File: src/rtl/rr_stream_mux.sv
// N-channel to 1 stream multiplexer with valid/ready handshakes and a registered output.
// Arbitration is round-robin (RR_MODE=1) or driven by an external channel select (RR_MODE=0).
module rr_stream_mux #(
    parameter int unsigned WIDTH   = 4,
    parameter int unsigned N_CH    = 4,
    parameter int unsigned RR_MODE = 1,
    localparam int unsigned CH_W   = $clog2(N_CH)
) (
    input  logic                   clk,
    input  logic                   rst_n,
    input  logic [N_CH*WIDTH-1:0]  in_data,
    input  logic [N_CH-1:0]        in_valid,
    output logic [N_CH-1:0]        in_ready,
    input  logic [CH_W-1:0]        sel,
    output logic [WIDTH-1:0]       out_data,
    output logic [CH_W-1:0]        out_ch,
    output logic                   out_valid,
    input  logic                   out_ready
);

    localparam logic [CH_W-1:0] LAST_CH = CH_W'(N_CH - 1);

    logic [CH_W-1:0]  rr_ptr;
    logic [N_CH-1:0]  grant;
    logic [CH_W-1:0]  scan_idx;
    logic             found;
    logic [CH_W-1:0]  win_ch;
    logic [WIDTH-1:0] win_data;
    logic             load;
    logic             xfer;

    // Grant: first valid channel at or after rr_ptr (wrapping), or the selected channel.
    always_comb begin
        grant    = '0;
        scan_idx = rr_ptr;
        found    = 1'b0;
        if (RR_MODE != 0) begin
            for (int unsigned o = 0; o < N_CH; o++) begin
                if (!found && in_valid[scan_idx]) begin
                    grant[scan_idx] = 1'b1;
                    found           = 1'b1;
                end
                scan_idx = (scan_idx == LAST_CH) ? '0 : scan_idx + 1'b1;
            end
        end else if (32'(sel) < N_CH) begin
            grant[sel] = in_valid[sel];
        end
    end

    always_comb begin
        win_ch   = '0;
        win_data = '0;
        for (int i = 0; i < N_CH; i++) begin
            if (grant[i]) begin
                win_ch   = CH_W'(i);
                win_data = in_data[i*WIDTH +: WIDTH];
            end
        end
    end

    assign load     = ~out_valid | out_ready;
    assign xfer     = load & (|grant);
    // Nothing is accepted while reset is held, even though load is 1 then.
    assign in_ready = (rst_n && load) ? grant : '0;

    always_ff @(posedge clk or negedge rst_n) begin
        if (!rst_n) begin
            out_data  <= '0;
            out_ch    <= '0;
            out_valid <= 1'b0;
            rr_ptr    <= '0;
        end else if (xfer) begin
            out_data  <= win_data;
            out_ch    <= win_ch;
            out_valid <= 1'b1;
            if (RR_MODE != 0) begin
                rr_ptr <= (win_ch == LAST_CH) ? '0 : win_ch + 1'b1;
            end
        end else if (load) begin
            out_valid <= 1'b0;
        end
    end

endmodule

File: config.mk
export PLATFORM = sky130hd
export DESIGN_NAME = rr_stream_mux
export DESIGN_NICKNAME = d
export VERILOG_FILES = /design/src/rtl/rr_stream_mux.sv
export SDC_FILE = /design/constraint.sdc
export NUM_CORES = 1
export LEC_CHECK = 0
export CORE_ASPECT_RATIO = 1.5
export CORE_MARGIN = 2
export CORE_UTILIZATION = 38
export CTS_BUF_LIST = sky130_fd_sc_hd__clkbuf_2 sky130_fd_sc_hd__clkbuf_4 sky130_fd_sc_hd__clkbuf_8
export CTS_CLUSTER_SIZE = 10
export DETAILED_ROUTE_END_ITERATION = 10
export HOLD_SLACK_MARGIN = 0.1
export PLACE_DENSITY = 0.7
export SLEW_MARGIN = 30
export SYNTH_ARGS = -nofsm -noshare
export SYNTH_HDL_FRONTEND = slang
export SYNTH_SLANG_ARGS = --single-unit
File: constraint.sdc
create_clock -name clk -period 3.7 [get_ports clk]
set_input_delay 0.74 -clock clk [delete_from_list [all_inputs] [get_ports clk]]
set_output_delay 0.74 -clock clk [all_outputs]
set_load 0.03 [all_outputs]
==> results.md, run 1 <==
* Share of cells above drive strength 1 at roughly 18%
* Clk slew on worst S/H paths at 0.06 ns
* Die Y at 66.3 µm
* Post-route setup TNS at 0 ns
* Number of port buffers at 33
* Fraction of registers with async set/reset at 100%
* Maximum vdd ir drop at roughly 0.52 mV
* Hold Path Class: reg2reg
* Tightest Pin Transition at 0.476 ns
* TritonCTS clock tree: done
* CTS buffer count at 3
* Final WL at 2560 µm
* H-Tree Depth at 1
* Share of Yosys cell area claimed by the top area cell type at a little under a quarter
* Post-synth top cells: nand2_1, dfrtp_1, nand2b_1, nor2_1
* Number of distinct library cells after synthesis at 36
* Leakage at between 0.5 and 0.6 nW
* Crit path capture type: primary output
* R2r worst-path depth at 10
* Final hold viol count at 0
* RD Place Congestion at roughly 0.81
* Gr ovfl total at 0
* Reg2reg start: rr_ptr[0]
* Worst setup endpoint: in_ready[2]
* Synth Cell Area at slightly below 1000 µm²
* Critical path origin: in_valid[0]
* Final setup fails at 0
* Design area at between 1000 and 1500 µm²
* EDFF count, synth at 0
* Largest net degree at the start of global routing at 16
* Post-Syn Area per Cell at ~8.9 µm²
* Drt pass-1 iters at 4
* Layout Cells excl Fill at 171
* Yosys reg bits at 9
* Core Box Area at between 2000 and 2500 µm²
* CP Launch Type: input pin
* GRT Overall Usage at between 10% and 20%
* Crit path kind: in2out
* Die ar. at about 3000 µm²
* Hpwl dp at between 2000 and 2500 µm
* Initial DRC count at 13
* Dominant synthesized flop cell: dfrtp_1
* Top cells by area, synth: dfrtp_1, ha_1, nand2_1
* Clk_lat worst skew at between 0.2 and 0.3 ns
* Post-layout net count at ~180
* Largest area contributor in the netlist: dfrtp_1
* Hold buffers post-CTS at 0
* Global-route wire length before repair at roughly 4500 µm
* Worst Clk Skew at ~0.0030 ns
* Layout area overhead at 39.7%
* CP max-delay cell: or4_4
* CP Max Fanout at 4
* Crit path largest cell delay at between 0.5 and 0.6 ns
* Clk buf depth at 2
* Row cnt at 22
* Syn Nets at approximately 140
* Initial antenna violation count at 0
* I/O pins at 36
* Post-cts sizing count at 0
* Slew HR at 68.1%
* DRC Markers at 0
* Die Wd at roughly 46 µm
* Post CTS Setup Buffer Count at 0
* Drt wl/cell at between 10 and 15 µm
* Reg2reg setup slack at between 0.4 and 0.5 ns
* Syn Inst Count at 110
* Power per cell area at roughly 1100 nW/µm²
* Sequential area share after synthesis at 22.9%
* Routed Antenna Nets at 0
* Fin crit share at between 90% and 100%
* CTS Root Cell: clkbuf_4
* FMAX at 292 MHz
* Initial core utilization at 40.1%
* Vias at 998
* Worst r2r dst: out_ch[0]
* Fin. max-slew vios at 0
* Dpl cell area at between 1000 and 1500 µm²
* Max Cap Violations at 0
* Worst path required time at 2.96 ns
* Total Power at between 1 and 1.5 mW
* Unrepaired setup endpoints after global routing: no
* Vias per cell at 5.84
* Final Critical Period at 3.42 ns
* Most instantiated library cell after synthesis: nand2_1
* Vias in the first global route at 1057
* Critical Path AT at between 2 and 3 ns
* Sequence of cells on the critical path: clkdlybuf4s50_1 > mux2_4 > or4_4 > a211oi_2 > a311oi_2 > nor2_1 > buf_4
* Synth warn at 0
* Ant. Diodes at 0
* Inst Count DP at ~170
* Clock sink count at 9
* Status: finished clean
per-layer routing:
| layer | share of wire [%] | track usage, % | up-vias |
|---|---|---|---|
| met3 | 3.9 | 1.91 | 4 |
| met4 | 1.2 | 7.72 | 0 |
| met2 | 59 | 38.2 | 30 |
| met1 | 36 | 19.6 | 479 |
| li1 | - | - | 485 |
| met5 | 0 | 0 | - |
sequential cells by signal, summed over array words and instances, names as in the netlist:
register,cells
out_data,4
out_ch,2
rr_ptr,2
out_valid,1
through the flow:
| stage | hold slack (ns) | setup slack [ns] | utilization [%] |
|---|---|---|---|
| 3_5_place_dp | 0.501 | 0.178 | 54.3 |
| 3_3_place_gp | 0.492 | 0.239 | 54.3 |
| 6_report | 0.506 | 0.277 | 56.1 |
| 5_1_grt | 0.525 | 0.0258 | 56.1 |
| 2_1_floorplan | 0.444 | 0.429 | - |
| 4_1_cts | 0.519 | 0.159 | 55.6 |
layout make-up:
| class | count | area [µm²] |
|---|---|---|
| Fill cell | 235 | 1080 |
| Inverter | 6 | 22.5 |
| Timing Repair Buffer | 37 | 350 |
| Clock buffer | 4 | 30.0 |
| Sequential cell | 9 | 225 |
| Tap cell | 24 | 30.0 |
| Multi-Input combinational cell | 91 | 716 |
worst max-delay path: cells and delay by family:
kind            cells  cell delay [ns]
simple gates        2             0.66
buf+inv             2             0.64
mux                 1             0.33
compound gates      2             0.31
placed cells by master, fill, tap and decap left out, drive strengths merged:
| cell type | instances |
|---|---|
| and3b | 1 |
| nor2b | 1 |
| nand2b | 8 |
| o21ai | 6 |
| nor2 | 8 |
| a311oi | 4 |
| inv | 6 |
| o22a | 4 |
| o21a | 1 |
| clkbuf | 4 |
| clkdlybuf4s50 | 29 |
| o22ai | 1 |
| nand2 | 16 |
| a21oi | 4 |
| a41oi | 1 |
| ha | 6 |
| dfrtp | 9 |
| mux2i | 6 |
| nand3 | 5 |
| nand3b | 1 |
| a311o | 2 |
| a31oi | 6 |
| buf | 8 |
| o21bai | 1 |
| mux4 | 1 |
| or4 | 1 |
| a211oi | 3 |
| nand4 | 2 |
| mux2 | 2 |
report_power, final:
group          total [mW]  internal (mW)  switching (mW)
clock network      0.0822         0.0488          0.0334
registers           0.209          0.157          0.0521
logic                1.18          0.509           0.672
total                1.47          0.714           0.758
worst min path at each step:
| stage | start | endpoint | slack [ns] | depth (start not counted) |
|---|---|---|---|---|
| after floorplan | rst_n | out_ch[0] | 0.44 | 0 |
| after global placement | out_ch[0] | out_ch[0] | 0.49 | 1 |
| after detailed placement | out_ch[0] | out_ch[0] | 0.50 | 1 |
| after CTS | out_ch[0] | out_ch[0] | 0.52 | 1 |
| after global routing | out_ch[0] | out_ch[0] | 0.53 | 1 |
| final | out_ch[0] | out_ch[0] | 0.51 | 1 |
logic make-up after synthesis:
| kind of cell | after synthesis | share of synthesized area, % |
|---|---|---|
| AOI/OAI and AO/OA | 33 | 29.8 |
| and+or+nand+nor | 43 | 21.8 |
| buffers and inverters | 10 | 5.60 |
| DFF | 9 | 22.9 |
| muxes | 9 | 12.3 |
| adders and majority gates | 6 | 7.63 |
Power figures use the tool's default switching activity.
==> inputs of run 2 (changes only) <==
--- a/config.mk
+++ b/config.mk
@@ -5,13 +5,11 @@
 export SDC_FILE = /design/constraint.sdc
 export NUM_CORES = 1
 export LEC_CHECK = 0
-export CORE_ASPECT_RATIO = 1.5
 export CORE_MARGIN = 2
 export CORE_UTILIZATION = 38
 export CTS_BUF_LIST = sky130_fd_sc_hd__clkbuf_2 sky130_fd_sc_hd__clkbuf_4 sky130_fd_sc_hd__clkbuf_8
 export CTS_CLUSTER_SIZE = 10
 export DETAILED_ROUTE_END_ITERATION = 10
-export HOLD_SLACK_MARGIN = 0.1
 export PLACE_DENSITY = 0.7
 export SLEW_MARGIN = 30
 export SYNTH_ARGS = -nofsm -noshare
==> results.md, run 2 (same netlist as run 1, synthesis figures left out) <==
* Status: finished clean
* Post-layout net count at between 150 and 200
* Share of cells above drive strength 1 at a little under 20%
* GRT Overall Usage at between 10% and 20%
* Hpwl dp at 2120 µm
* Final Critical Period at roughly 3.5 ns
* Reg with most FFs: out_data
* Drt pass-1 iters at 4
* Leakage at 0.542 nW
* Largest register FFs at 4
* Layout Cells excl Fill at approximately 180
* Maximum vdd ir drop at 0.630 mV
* Final setup margin at 0.182 ns
* I/O pins at 36
* Vias per cell at ~5.4
* Setup Slack @ Placement at between 0.15 and 0.2 ns
* RD Place Congestion at approximately 0.8
* Clk buf depth at 2
* Largest net degree at the start of global routing at 16
* Hold_ws at 0.496 ns
* H-Tree Depth at 1
* Die Y at about 55 µm
* Unrepaired setup endpoints after global routing: no
* TritonCTS clock tree: done
* Hold buffers post-CTS at 0
* Max Cap Violations at 0
* Post-route setup TNS at 0 ns
* Inst Count DP at roughly 170
* Tightest Pin Transition at a little under 0.5 ns
* Worst path required time at approximately 3.0 ns
* Initial core utilization at 40.1%
* Worst Clk Skew at around 0.008 ns
* Biggest regs: out_data: 4 flops, out_ch: 2 flops, rr_ptr: 2 flops
* Clk slew on worst S/H paths at around 0.05 ns
* Row cnt at 18
* Initial DRC count at 15
* Final setup fails at 0
* Critical Path AT at 2.78 ns
* Vias at approximately 960
* FMAX at around 280 MHz
* Commonest cells after routing, fill and taps aside: clkdlybuf4s50_1, nand2_1, buf_4
* Die ar. at roughly 3000 µm²
* Routed Antenna Nets at 0
* Commonest non-fill, non-tap cell in the layout: clkdlybuf4s50_1
* Final core occ at between 50 and 60%
* Slew HR at between 60% and 70%
* Final WL at 2620 µm
* Fin crit share at between 90% and 100%
* CP Max Fanout at 8
* Drt wl/cell at 14.7 µm
* Power per cell area at 1080 nW/µm²
* Vias in the first global route at between 900 and 1000
* Filler cells at approximately 230
* Crit path capture type: primary output
* Fin. max-slew vios at 0
* Gr ovfl total at 0
* Global-route wire length before repair at slightly below 4000 µm
* Core Box Area at approximately 2500 µm²
* Layout area overhead at 41.3%
* Ant. Diodes at 0
* Clk_lat worst skew at roughly 0.26 ns
* Die Wd at 54.9 µm
* CTS Root Cell: clkbuf_4
* Number of port buffers at 33
* Clock sink count at 9
* Initial antenna violation count at 0
* Hold Path Class: reg2reg
* CTS buffer count at 3
* Crit path kind: in2out
* CP Launch Type: input pin
* Final hold viol count at 0
* DRC Markers at 0
-- run 2: cell count changes in the layout (fill, tap and decap cells not counted), sizes merged --
cell  before  now
buf        8    9
-- run 2: metrics by stage --
stage               cell area [µm²]  total power, mW
global route                   1390             1.62
CTS                            1380             1.49
detailed placement             1350             1.40
global placement               1350             1.36
finish                         1390             1.51
floorplan                       983             1.09
-- run 2: layout make-up --
class,instances,area [µm²],share of cell area [%]
clock buffer,4,30.0,2.16
tap,30,37.5,2.70
multi-input combinational,91,716,51.5
sequential,9,226,16.3
timing repair buffer,38,358,25.7
inverter,6,22.5,1.62
-- run 2: critical path: stages --
cell,delay [ns]
clkdlybuf4s50_1,0.48
mux4_2,0.59
nand2_1,0.11
mux2i_1,0.12
a311oi_4,0.47
nor2_1,0.08
buf_4,0.18
-- run 2: what timing repair did --
| action | in CTS | in global routing |
|---|---|---|
| buffers inserted | 0 | 0 |
| setup endpoints to repair | 0 | 3 |
| gates resized for setup | 0 | 3 |
-- run 2: power breakdown --
group	switching [mW]	internal, mW	total (mW)
Clock	0.0318	0.0487	0.0805
Sequential	0.0495	0.158	0.208
Combinational	0.700	0.518	1.22
Total	0.781	0.725	1.51
-- run 2: per-layer routing --
| metal | global-route usage, % | vias to the layer above | routed length, µm |
|---|---|---|---|
| met5 | 0 | - | 0 |
| met4 | 7.92 | 0 | 29 |
| met3 | 1.91 | 4 | 26 |
| met2 | 31.0 | 10 | 1380 |
| met1 | 24.1 | 457 | 1190 |
| li1 | - | 490 | - |
-- run 2: path summary, 6_finish.rpt --
| kind | startpoint | to | slack, ns | cells after the start |
|---|---|---|---|---|
| max in group asynchronous | rst_n | rr_ptr[0] | 2.59 | 1 |
| min in group asynchronous | rst_n | out_data[0] | 0.78 | 1 |
| hold / removal | out_ch[0] | out_ch[0] | 0.50 | 1 |
| hold reg to reg | out_ch[0] | out_ch[0] | 0.50 | 1 |
| setup / recovery | in_valid[3] | in_ready[3] | 0.18 | 7 |
| setup reg to reg | rr_ptr[1] | out_ch[0] | 0.61 | 10 |
==> patch, RTL diff (flow settings as in run 2) <==
Reset style: synchronous (`rst_n`), changed in one clocked block.
--- a/src/rtl/rr_stream_mux.sv
+++ b/src/rtl/rr_stream_mux.sv
@@ -63,7 +63,7 @@
     // Nothing is accepted while reset is held, even though load is 1 then.
     assign in_ready = (rst_n && load) ? grant : '0;
 
-    always_ff @(posedge clk or negedge rst_n) begin
+    always_ff @(posedge clk) begin
         if (!rst_n) begin
             out_data  <= '0;
             out_ch    <= '0;
Formal check against the unedited RTL: differs if rst_n is asserted again (counterexample within 4 cycles, from zero or initial values and one cycle with rst_n low); with rst_n held inactive, the same outputs for 10 cycles.
==> patch against run 2 <==
First-iteration DRC count unchanged. Sequential share of layout area decreased by 3.6 points. Cell area increased by 2.2%. Routed wire length decreased by 0.50%. Power decreased by 28%. Worst setup slack got worse by 0.038 ns. Worst hold slack got worse by 0.0042 ns. Sequential cell count unchanged. Cell count increased by 1.7%. Area after synthesis increased by 0.76%. Utilization increased by 0.70 points.
==> patch: results <==
{
  "clock_area_share_pct": 2.11,
  "finalNetCount": 184,
  "synthArstFlopShare_pct": 0,
  "place_congestion": 0.913,
  "top_regs": "out_data: 4 flops, out_ch: 2 flops, rr_ptr: 2 flops",
  "synth.distinct_cells": 45,
  "h-tree-depth": 1,
  "grt_max_degree": 14,
  "grt_pass1_wl_um": 4110,
  "layout.non_clock_buffers": 42,
  "ir_worst_vdd_v": 0.000418,
  "synth_ff_type": "dfxtp_1",
  "wl_um": 2600,
  "met3_wirelength_um": 127,
  "track_usage_pct": 18.6,
  "use_met1_pct": 21.9,
  "synthTopCellsByArea": "dfxtp_1 18%, ha_1 8.8%, nand2_1 5.3%",
  "cts_setup_buffers": 0,
  "fillCellCount": 226,
  "preCtsSetupSlack_ns": 0.0733,
  "p_leak_nw": 0.546,
  "max_stage_delay_ns": 0.52,
  "met1_length_um": 1120,
  "cts_resized": 0,
  "grt_use_met2_pct": 32.3,
  "crit_fanout": 6,
  "tightest_slew_ns": 0.522,
  "final.setup_skew_ns": 0.00763,
  "postPlaceCellArea_um2": 1380,
  "synth_seq_area_share_pct": 18.2,
  "multi_input_area_share_pct": 54.4,
  "design.seq.count": 9,
  "synth_fa_ha_area_share_pct": 8.84,
  "finalCoreUtilization_pct": 57.3,
  "nMultiInputCombCells": 93,
  "status": "finished, final reports clean",
  "area.sequential_um2": 180,
  "dp_hpwl_um": 2070,
  "cp_slowest_cell": "or4_4",
  "n_all_inverters": 3,
  "buf_share_pct": 27.3,
  "wl_met2_um": 1320,
  "grt_pass1_vias": 956,
  "drive_gt1_share_pct": 20.5,
  "synth_common_cells": "14 x nand2_1, 9 x dfxtp_1, 7 x ha_1, 5 x nor2_1",
  "syn_area_per_cell_um2": 9.09,
  "yosys-mux-area-fraction_pct": 10.5,
  "grt_use_met3_pct": 6.45,
  "vias_per_cell": 5.62,
  "synth_compound_area_share_pct": 31.7,
  "power_switching_mw": 0.526,
  "num_vias": 1018,
  "worst_ep_arrival_time_ns": 2.82
}
patch: power by group through the flow:
stage                     Combinational [mW]  Sequential [mW]  Clock, mW
after floorplan                        0.537            0.220          0
after global placement                 0.812            0.154          0
after detailed placement               0.836            0.156          0
after CTS                              0.839            0.153     0.0876
after global routing                   0.915            0.156     0.0932
final                                  0.838            0.153     0.0857
patch: path summary, 6_finish.rpt:
path               start           to  slack (ns)  depth (start not counted)
max          in_valid[1]  in_ready[2]        0.14                          8
min            out_ch[1]    out_ch[1]        0.49                          2
max reg2reg    rr_ptr[1]    rr_ptr[0]        0.73                         10
min reg2reg    out_ch[1]    out_ch[1]        0.49                          2
patch: critical path, delay by kind of cell:
| family | cells | cell delay [ns] |
|---|---|---|
| AND/OR/NAND/NOR | 2 | 0.62 |
| AO/OA/AOI/OAI | 2 | 0.31 |
| multiplexers | 1 | 0.31 |
| buffers and inverters | 3 | 0.83 |
